===== config.mk =====
export PLATFORM = sky130hd
export DESIGN_NAME = spi_send
export DESIGN_NICKNAME = d
export VERILOG_FILES = /design/src/rtl/spi_send_pkg.sv /design/src/rtl/spi_send_fifo.sv /design/src/rtl/spi_send.sv
export SDC_FILE = /design/constraint.sdc
export NUM_CORES = 1
export LEC_CHECK = 0
export ABC_CLOCK_PERIOD_IN_PS = 2450
export BUFFER_PORTS_ARGS = -buffer_cell sky130_fd_sc_hd__buf_4
export CORE_ASPECT_RATIO = 1.25
export CORE_UTILIZATION = 56
export DETAILED_ROUTE_END_ITERATION = 10
export PLACE_DENSITY = 0.83
export RECOVER_POWER = 50
export SYNTH_ARGS = -nofsm -noshare
export SYNTH_HDL_FRONTEND = slang
export SYNTH_SLANG_ARGS = --single-unit

===== constraint.sdc =====
create_clock -name axi_aclk -period 2.45 [get_ports axi_aclk]
set_input_delay 0.3675 -clock axi_aclk [delete_from_list [all_inputs] [get_ports axi_aclk]]
set_output_delay 0.3675 -clock axi_aclk [all_outputs]
set_load 0.02 [all_outputs]

===== src/rtl/spi_send_pkg.sv =====
// Shared types and defaults for the SPI slave transmit path.
package spi_send_pkg;

  typedef enum logic [1:0] {
    IDLE  = 2'd0,
    LOAD  = 2'd1,
    SHIFT = 2'd2
  } state_t;

  typedef struct packed {
    logic       last;
    logic [7:0] data;
  } entry_t;

  localparam logic [7:0] IDLE_BYTE_DEFAULT = 8'hFF;

endpackage


===== src/rtl/spi_send_fifo.sv =====
// First-word-fall-through byte buffer; pointers carry one extra wrap bit.
module spi_send_fifo
  import spi_send_pkg::*;
#(
  parameter int unsigned DEPTH = 16
) (
  input  logic   clk,
  input  logic   rst_n,
  input  logic   push,
  input  entry_t push_data,
  input  logic   pop,
  output entry_t pop_data,
  output logic   full,
  output logic   empty
);

  localparam int unsigned AW = $clog2(DEPTH);

  entry_t          mem [DEPTH];
  logic   [AW:0]   wr_ptr;
  logic   [AW:0]   rd_ptr;
  logic            do_push;
  logic            do_pop;

  assign empty    = (wr_ptr == rd_ptr);
  assign full     = (wr_ptr[AW] != rd_ptr[AW]) && (wr_ptr[AW-1:0] == rd_ptr[AW-1:0]);
  assign do_push  = push && !full;
  assign do_pop   = pop && !empty;
  assign pop_data = mem[rd_ptr[AW-1:0]];

  always_ff @(posedge clk or negedge rst_n) begin
    if (!rst_n) begin
      wr_ptr <= '0;
      rd_ptr <= '0;
    end else begin
      if (do_push) wr_ptr <= wr_ptr + 1'b1;
      if (do_pop)  rd_ptr <= rd_ptr + 1'b1;
    end
  end

  always_ff @(posedge clk) begin
    if (do_push) mem[wr_ptr[AW-1:0]] <= push_data;
  end

endmodule


===== src/rtl/spi_send.sv =====
// SPI mode-0 slave transmitter fed by an AXI4-Stream byte buffer.
// Define SPI_SEND_LSB_FIRST_EN for LSB-first shifting (default MSB first).
module spi_send
  import spi_send_pkg::*;
#(
  parameter int unsigned FIFO_DEPTH = 16,
  parameter logic [7:0]  IDLE_BYTE  = IDLE_BYTE_DEFAULT
) (
  input  logic       axi_aclk,
  input  logic       axi_aresetn,
  input  logic       spi_clk,
  input  logic       spi_cs,
  output logic       spi_miso,
  output logic       spi_miso_oe,
  input  logic       axis_tvalid,
  output logic       axis_tready,
  input  logic [7:0] axis_tdata,
  input  logic       axis_tlast,
  output logic       underrun,
  output logic       frame_done
);

  state_t     state;
  logic [2:0] clk_sync;
  logic [2:0] cs_sync;
  logic       clk_rise, clk_fall, cs_rise, cs_fall;
  logic       ready_en;
  logic       full, empty, pop;
  entry_t     head, push_entry;
  logic [7:0] load_byte;
  logic [7:0] shreg;
  logic       last_flag;
  logic [2:0] bit_cnt;
  logic       byte_done;

  // Stages [1:0] synchronize, stage [2] is the history flop for edge detection.
  always_ff @(posedge axi_aclk or negedge axi_aresetn) begin
    if (!axi_aresetn) begin
      clk_sync <= '0;
      cs_sync  <= '1;
      ready_en <= 1'b0;
    end else begin
      clk_sync <= {clk_sync[1:0], spi_clk};
      cs_sync  <= {cs_sync[1:0], spi_cs};
      ready_en <= 1'b1;
    end
  end

  assign clk_rise = clk_sync[1] && !clk_sync[2];
  assign clk_fall = !clk_sync[1] && clk_sync[2];
  assign cs_rise  = cs_sync[1] && !cs_sync[2];
  assign cs_fall  = !cs_sync[1] && cs_sync[2];

  assign axis_tready = ready_en && !full;
  assign push_entry  = {axis_tlast, axis_tdata};
  // Never pop when deselect lands on the LOAD cycle, so no byte is silently lost.
  assign pop         = (state == LOAD) && !cs_rise && !empty;
  assign load_byte   = empty ? IDLE_BYTE : head.data;

  spi_send_fifo #(.DEPTH(FIFO_DEPTH)) u_fifo (
    .clk       (axi_aclk),
    .rst_n     (axi_aresetn),
    .push      (axis_tvalid && axis_tready),
    .push_data (push_entry),
    .pop       (pop),
    .pop_data  (head),
    .full      (full),
    .empty     (empty)
  );

  always_ff @(posedge axi_aclk or negedge axi_aresetn) begin
    if (!axi_aresetn) begin
      state       <= IDLE;
      shreg       <= '0;
      last_flag   <= 1'b0;
      bit_cnt     <= '0;
      byte_done   <= 1'b0;
      spi_miso    <= 1'b1;
      spi_miso_oe <= 1'b0;
      underrun    <= 1'b0;
      frame_done  <= 1'b0;
    end else begin
      underrun   <= 1'b0;
      frame_done <= 1'b0;
      if (cs_rise) begin
        state       <= IDLE;
        spi_miso    <= 1'b1;
        spi_miso_oe <= 1'b0;
      end else begin
        case (state)
          IDLE: begin
            spi_miso    <= 1'b1;
            spi_miso_oe <= 1'b0;
            if (cs_fall) state <= LOAD;
          end
          LOAD: begin
            shreg       <= load_byte;
            last_flag   <= !empty && head.last;
            underrun    <= empty;
`ifdef SPI_SEND_LSB_FIRST_EN
            spi_miso    <= load_byte[0];
`else
            spi_miso    <= load_byte[7];
`endif
            spi_miso_oe <= 1'b1;
            bit_cnt     <= '0;
            byte_done   <= 1'b0;
            state       <= SHIFT;
          end
          SHIFT: begin
            if (clk_rise) begin
              bit_cnt <= bit_cnt + 3'd1;
              if (bit_cnt == 3'd7) begin
                byte_done  <= 1'b1;
                frame_done <= last_flag;
              end
            end else if (clk_fall) begin
              if (bit_cnt != 3'd0) begin
`ifdef SPI_SEND_LSB_FIRST_EN
                shreg    <= {1'b0, shreg[7:1]};
                spi_miso <= shreg[1];
`else
                shreg    <= {shreg[6:0], 1'b0};
                spi_miso <= shreg[6];
`endif
              end else if (byte_done) begin
                state <= LOAD;
              end
            end
          end
          default: state <= IDLE;
        endcase
      end
    end
  end

endmodule


Yosys cells after proc, flatten, opt, wreduce, memory -nomap -nowiden
Memory sizes are Yosys's and may differ from the RTL's.
Cells that the tools add are included.
W data, S select, Z words.
{ "classes": {"n_div": 0, "n_bitwise": 1, "n_reduce_logical": 30, "shift": 0, "add_sub_neg": 3, "multipliers": 0, "n_eq_ne": 17, "n_mux": 32, "magnitude_cmp": 0} }
{ "ops": {"columns": ["op", "n"], "rows": [
  ["$mux W7", 3],
  ["$ne A3 B3 Y1 const B", 6],
  ["$mux W1", 15],
  ["$pmux W7 S2", 1],
  ["$logic_and A1 B1 Y1", 12],
  ["$mux W2", 6],
  ["$add A5 B1 Y5 const B", 2],
  ["$ne A2 B2 Y1 const B", 5],
  ["$reduce_and A5 Y1", 2],
  ["$mux W8", 1],
  ["$reduce_and A4 Y1", 2],
  ["$logic_not A1 Y1", 7],
  ["$pmux W2 S3", 1],
  ["$pmux W3 S2", 1],
  ["$reduce_bool A3 Y1", 2],
  ["$eq A5 B5 Y1", 1],
  ["$eq A4 B4 Y1", 1],
  ["$pmux W1 S2", 2],
  ["$reduce_bool A4 Y1", 1],
  ["$add A3 B1 Y3 const B", 1],
  ["$eq A3 B3 Y1 const B", 1],
  ["$mux W3", 1],
  ["$pmux W1 S3", 1],
  ["$reduce_and A3 Y1", 1],
  ["7 further kinds", 7]
]} }
{ "word_totals": {"regBits": 35, "mem_bits_ro": 0, "elab_cells": 98, "n_memories": 1, "latchBits": 0, "inputBits": 14, "output_inout_bits": 5, "ramBits": 144} }
{ "mem_list": {"columns": ["name", "depth", "word_bits", "read_ports", "rd_ports_with_merged_regs", "wr", "line_no", "rtl"], "rows": [
  ["u_fifo.mem", 16, 9, 1, 0, 1, "spi_send_fifo.sv:19", "entry_t mem [DEPTH];"]
]} }

Logic depth before layout (Yosys ltp)
{ "depth": {"ltp_word": 8, "ltp_mapped": 8} }

Hierarchy
From an unflattened synthesis, not the netlist that was laid out.
{ "hier_totals": {"cells_unflattened": 412, "hier_area_um2": 7394.6} }
{ "by_module_without_submodules": {"columns": ["mod", "area_per_inst_um2", "seq_area_each_um2", "n_inst", "cells_each"], "rows": [
  ["spi_send_fifo", 6198.4, 4574.4, 1, 306],
  ["spi_send", 1196.1, 630.6, 1, 106]
]} }

Worst setup path after synthesis
Ideal clock, no wire load.
{ "synth_path": {"kind": "flip-flop to flip-flop", "startpoint": "register u_fifo.rd_ptr[2]", "endpoint": "memory u_fifo.mem[3][0] in the netlist's numbering (enable)", "slack_ns": 0.135, "required_ns": 2.063, "t_arrival_ns": 1.929, "path_stages_with_launch": 7, "synth_period_minus_slack_ns": 2.315, "path_cell_list": "dfrtp_1 > buf_2 > xor2_1 > nor4_4 > a21oi_2 > nand2_1 > nor3_1"} }
{ "synth_between": {"elab_chain_len": 8} }
{ "synth_lines": {"columns": ["item", "line_no", "rtl"], "rows": [
  ["from (decl)", "spi_send_fifo.sv:21", "logic [AW:0] rd_ptr;"],
  ["from (signal assigned)", "spi_send_fifo.sv:37", "if (do_pop) rd_ptr <= rd_ptr + 1'b1;"],
  ["$eq A4 B4 Y1 (*)", "spi_send_fifo.sv:26", "assign full = (wr_ptr[AW] != rd_ptr[AW]) && (wr_ptr[AW-1:0] == rd_ptr[AW-1:0]);"],
  ["$logic_and A1 B1 Y1 (*)", "spi_send_fifo.sv:26", null],
  ["$logic_not A1 Y1 (*)", "spi_send_fifo.sv:27, spi_send.sv:54", null],
  ["$logic_and A1 B1 Y1", "spi_send.sv:54", "assign axis_tready = ready_en && !full;"],
  ["$logic_and A1 B1 Y1", "spi_send.sv:63", ".push (axis_tvalid && axis_tready),"],
  ["$logic_and A1 B1 Y1 (*)", "spi_send_fifo.sv:27", "assign do_push = push && !full;"],
  ["$mux W1 (*)", "spi_send_fifo.sv:42", "if (do_push) mem[wr_ptr[AW-1:0]] <= push_data;"],
  ["$mux W1 (implied by the code) (*)", "spi_send_fifo.sv:42", null],
  ["to (decl)", "spi_send_fifo.sv:19", null]
]} }
Mark *: on every way between the ends. The rest lies on a longest branch, timed or not.

Final worst setup path
{ "layout_path": {"startpoint": "register u_fifo.rd_ptr[0]", "endpoint": "output port axis_tready"} }
{ "layout_between": {"elab_chain_len": 4} }
{ "layout_lines": {"columns": ["item", "line_no", "rtl"], "rows": [
  ["$eq A4 B4 Y1", "spi_send_fifo.sv:26", null],
  ["$logic_and A1 B1 Y1", "spi_send_fifo.sv:26", null],
  ["$logic_not A1 Y1", "spi_send.sv:54", null],
  ["$logic_and A1 B1 Y1", "spi_send.sv:54", null],
  ["to (decl)", "spi_send.sv:16", "output logic axis_tready,"]
]} }
No other way between the ends.

==> implementation parameters <==
Parameter                              Value

Outcome
  Run status ... finished clean

Finish
  Most frequent cells in the layout ... sky130_fd_sc_hd__edfxtp_1 (144), sky130_fd_sc_hd__buf_4 (35), sky130_fd_sc_hd__dfrtp_1 (30)
  Cell area after layout ... between 8000 and 9000 sq um
  Most common cell after layout, fill and taps aside ... sky130_fd_sc_hd__edfxtp_1
  Final core area utilization ... between 60% and 70%
  Filler cell count in the final layout ... around 850
  Post-layout nets ... around 470
  Share of layout cells above drive strength 1 ... a little under a quarter
  Antenna diodes ... 0
  P&R area growth vs syn ... 14.3%
  Non-filler instance count after layout ... about 630

Detailed routing
  Via count ... 3813
  Number of routed nets with antenna violations ... 0
  Sum of routed wire length over all layers ... 13900 um
  Post-detailed-route wirelength per cell ... about 22 um
  Via-per-instance ratio ... just over 6
  Detailed Route Iter0 Violations ... ~310
  Detailed-router iteration count before antenna repair ... 5
  Post-route DRC ... 0

Hold path
  Hold Crit Class ... in -> reg
  Launch point of the worst hold path ... spi_cs
  Worst hold path cell count ... 1

Timing
  Post-route worst hold slack ... 0.0448 ns
  Worst clock skew ... between 0.008 and 0.009 ns
  Final setup violating endpoints ... 0
  Unrepaired setup endpoints after global routing ... false
  Number of pins with negative max-slew slack in the final report ... 0
  Final worst slack ... approximately 0.11 ns
  Total negative slack for setup checks ... 0 ns
  Tcrit/Tclk final ... 95.5%
  Time the worst path needs with I/O delays and setup ... about 2.3 ns
  Max-slew headroom at the worst pin ... 41.0%
  Number of hold violations in the final report ... 0
  Worst slew pin tran ... a little under 0.9 ns
  Max Fclk ... between 0.4 and 0.5 GHz

Clocking
  Maximum level of the CTS H-tree ... 4
  CTS tree ... built
  CTS Root Cell ... sky130_fd_sc_hd__clkbuf_16
  Clock latency at the later pin of the worst-skew pair ... 0.43 ns
  Number of hold buffers added after cts ... 1
  Clock tree buffer depth ... 2
  Sink Count ... 179
  Clock buffer count from CTS ... 17
  Setup bufs post-CTS ... 0
  Resized Gates After CTS ... 0
  Worst-path clk slew ... 0.07 ns

Power and ir drop
  Pwr Density ... 1100 nW/um^2
  Worst vdd ir ... between 0.0005 and 0.0006 V
  Post-layout power ... approximately 9.1 mW
  Total leakage power ... between 2 and 3 nW

Place
  Final GP Congestion ... 0.796
  Number of buffers added on ports ... 18
  Cell Area, Placed ... ~7700 sq um
  Post-DP HPWL ... 8930 um
  Placed Instances ... between 500 and 600
  Worst slack after detailed placement ... ~0.2 ns

Floorplan
  Core Box Area ... ~13000 sq um
  Die height ... between 100 and 150 um
  Die Footprint ... ~13000 sq um
  Standard-cell row count ... 46
  Boundary Pins ... 19
  Effective utilization at floorplan ... between 50% and 60%
  Die width ... approximately 100 um

Critical path
  Delay contributed by the slowest stage of the critical path ... 0.62 ns
  Category of the worst setup path launch point ... flop
  Data arrival at the endpoint of the critical path ... between 1.5 and 2 ns
  Critical path required time ... between 2 and 2.5 ns
  Count of cells along the worst register-to-register path ... 5
  FF-to-FF Start ... u_fifo.rd_ptr[0]
  Class of the most critical setup path ... reg -> out
  Most frequent cell on the critical path ... sky130_fd_sc_hd__buf_4
  Crit-path max FO ... 12
  Critical path origin ... u_fifo.rd_ptr[0]
  Slowest cell on crit path ... sky130_fd_sc_hd__dfrtp_2
  Crit path cell chain ... xor2_1, nor4_4, buf_4, a21boi_0, buf_4
  Reg2Reg Setup Slack ... 0.17 ns
  Nature of the critical path endpoint ... output pin

Global routing
  Vias in the first global route ... 3978
  Global-route wire length before repair ... 21900 um
  GRT Resource Usage Total ... between 20% and 30%
  Number of antenna violations at the first check in global routing ... 0
  Gr ovfl total ... 0
  Largest net degree at the start of global routing ... 40

Synth
  Top post-synthesis cells by area ... sky130_fd_sc_hd__edfxtp_1 (60%), sky130_fd_sc_hd__dfrtp_1 (11%), sky130_fd_sc_hd__mux4_2 (8.4%)
  Proportion of synthesized chip area in sequential cells ... 71.7%
  Area share of the leading cell type in the synthesized netlist ... between 50 and 60%
  Syn Inst Count ... approximately 400
  Cell type with the largest total area after synthesis ... sky130_fd_sc_hd__edfxtp_1
  Synthesized netlist net count ... about 420
  Area of the mapped netlist ... 7260 sq um
  YS warnings ... 0
  Avg Inst Size Synth ... ~18 sq um
  Register bit total from synthesis ... 179
  Number of library cell types mapped by synthesis ... 45

Run
  Max_cap viols ... 0
==> layout make-up <==
cell class | count | area, sq um | share of cell area [%]
Sequential cell | 179 | 5210 | 62.8
Inverter | 13 | 48.8 | 0.588
Tap cell | 168 | 210 | 2.53
Timing Repair Buffer | 50 | 367 | 4.42
Multi-Input combinational cell | 186 | 1890 | 22.8
Clock inverter | 15 | 150 | 1.81
Clock buffer | 17 | 425 | 5.13
==> synth_stat cells <==
library cell / number
sky130_fd_sc_hd__a221oi_2: 2
sky130_fd_sc_hd__a221oi_1: 10
sky130_fd_sc_hd__buf_12: 1
sky130_fd_sc_hd__nor2_1: 26
sky130_fd_sc_hd__o21ai_0: 5
sky130_fd_sc_hd__mux4_2: 27
sky130_fd_sc_hd__mux2_2: 1
sky130_fd_sc_hd__a311o_1: 1
sky130_fd_sc_hd__nor3_2: 1
sky130_fd_sc_hd__nand3b_1: 1
sky130_fd_sc_hd__a22o_1: 10
sky130_fd_sc_hd__o32ai_1: 1
sky130_fd_sc_hd__xor2_1: 7
sky130_fd_sc_hd__and2_1: 2
sky130_fd_sc_hd__nor4_4: 1
sky130_fd_sc_hd__o41ai_1: 1
sky130_fd_sc_hd__a21boi_0: 1
sky130_fd_sc_hd__nand3_1: 2
sky130_fd_sc_hd__dfrtp_1: 31
sky130_fd_sc_hd__buf_1: 2
sky130_fd_sc_hd__a222oi_1: 1
sky130_fd_sc_hd__and4_1: 1
sky130_fd_sc_hd__dfstp_2: 4
sky130_fd_sc_hd__a21o_1: 2
sky130_fd_sc_hd__clkbuf_1: 6
sky130_fd_sc_hd__buf_6: 2
sky130_fd_sc_hd__inv_1: 13
sky130_fd_sc_hd__ha_1: 12
sky130_fd_sc_hd__nor2b_1: 9
sky130_fd_sc_hd__mux2i_1: 1
sky130_fd_sc_hd__nor4b_1: 1
sky130_fd_sc_hd__edfxtp_1: 144
sky130_fd_sc_hd__a21oi_1: 5
sky130_fd_sc_hd__nand2_1: 18
sky130_fd_sc_hd__nor3_1: 4
sky130_fd_sc_hd__xnor2_1: 7
sky130_fd_sc_hd__a21oi_2: 1
sky130_fd_sc_hd__mux4_1: 9
sky130_fd_sc_hd__conb_1: 1
sky130_fd_sc_hd__nand2b_1: 7
sky130_fd_sc_hd__a32o_1: 1
sky130_fd_sc_hd__nor4_1: 1
sky130_fd_sc_hd__nand4_1: 2
sky130_fd_sc_hd__a22oi_1: 4
sky130_fd_sc_hd__buf_2: 8
==> report_power, final <==
part / total [mW] / internal (mW) / leakage (nW) / switching, mW
Sequential: 3.91 / 3.61 / 1.72 / 0.298
Combinational: 2.62 / 1.26 / 0.945 / 1.36
Clock: 2.61 / 1.43 / 0.274 / 1.18
Total: 9.14 / 6.30 / 2.94 / 2.84
==> final timing paths <==
| path | to |
|---|---|
| worst max-delay path | axis_tready |
| worst max register to register | shreg[4] |
| max in group asynchronous | u_fifo.rd_ptr[0] |
| worst min-delay path | cs_sync[0] |
| min in group asynchronous | state[0] |
| worst min register to register | cs_sync[1] |
==> registers in the layout, indices dropped and copies added, names as in the netlist <==
name           count
u_fifo.mem       144
spi_miso           1
state              2
u_fifo.rd_ptr      5
cs_sync            3
clk_sync           3
spi_miso_oe        1
underrun           1
bit_cnt            3
shreg              7
last_flag          1
byte_done          1
ready_en           1
frame_done         1
u_fifo.wr_ptr      5
==> worst max-delay path: cells and delay by family, from the launching register on <==
kind	cells	cell delay, ns
buffers and inverters	2	0.35
XOR/XNOR	1	0.17
AND/OR/NAND/NOR	1	0.32
AO/OA/AOI/OAI	1	0.08
flip-flops	1	0.62
==> cells by family after synthesis <==
kind of cell	count (synthesis)	share of synthesized area (%)
other cells	1	0.0517
mux	38	11.9
xor+xnor	14	1.69
fa+ha+maj	12	2.07
simple gates	76	5.28
buf+inv	32	2.22
compound gates	45	5.02
flops	179	71.7
==> routing by layer <==
layer	vias to the layer above	part of all wire (%)	wire, um	GRT usage, %
li1	1667	-	-	-
met1	1967	39	5430	26.7
met2	142	53	7350	40.2
met3	37	4.8	673	4.98
met4	0	3.0	422	12.4
met5	-	0	0	0
Note: power is estimated with default switching activity, not from simulation.
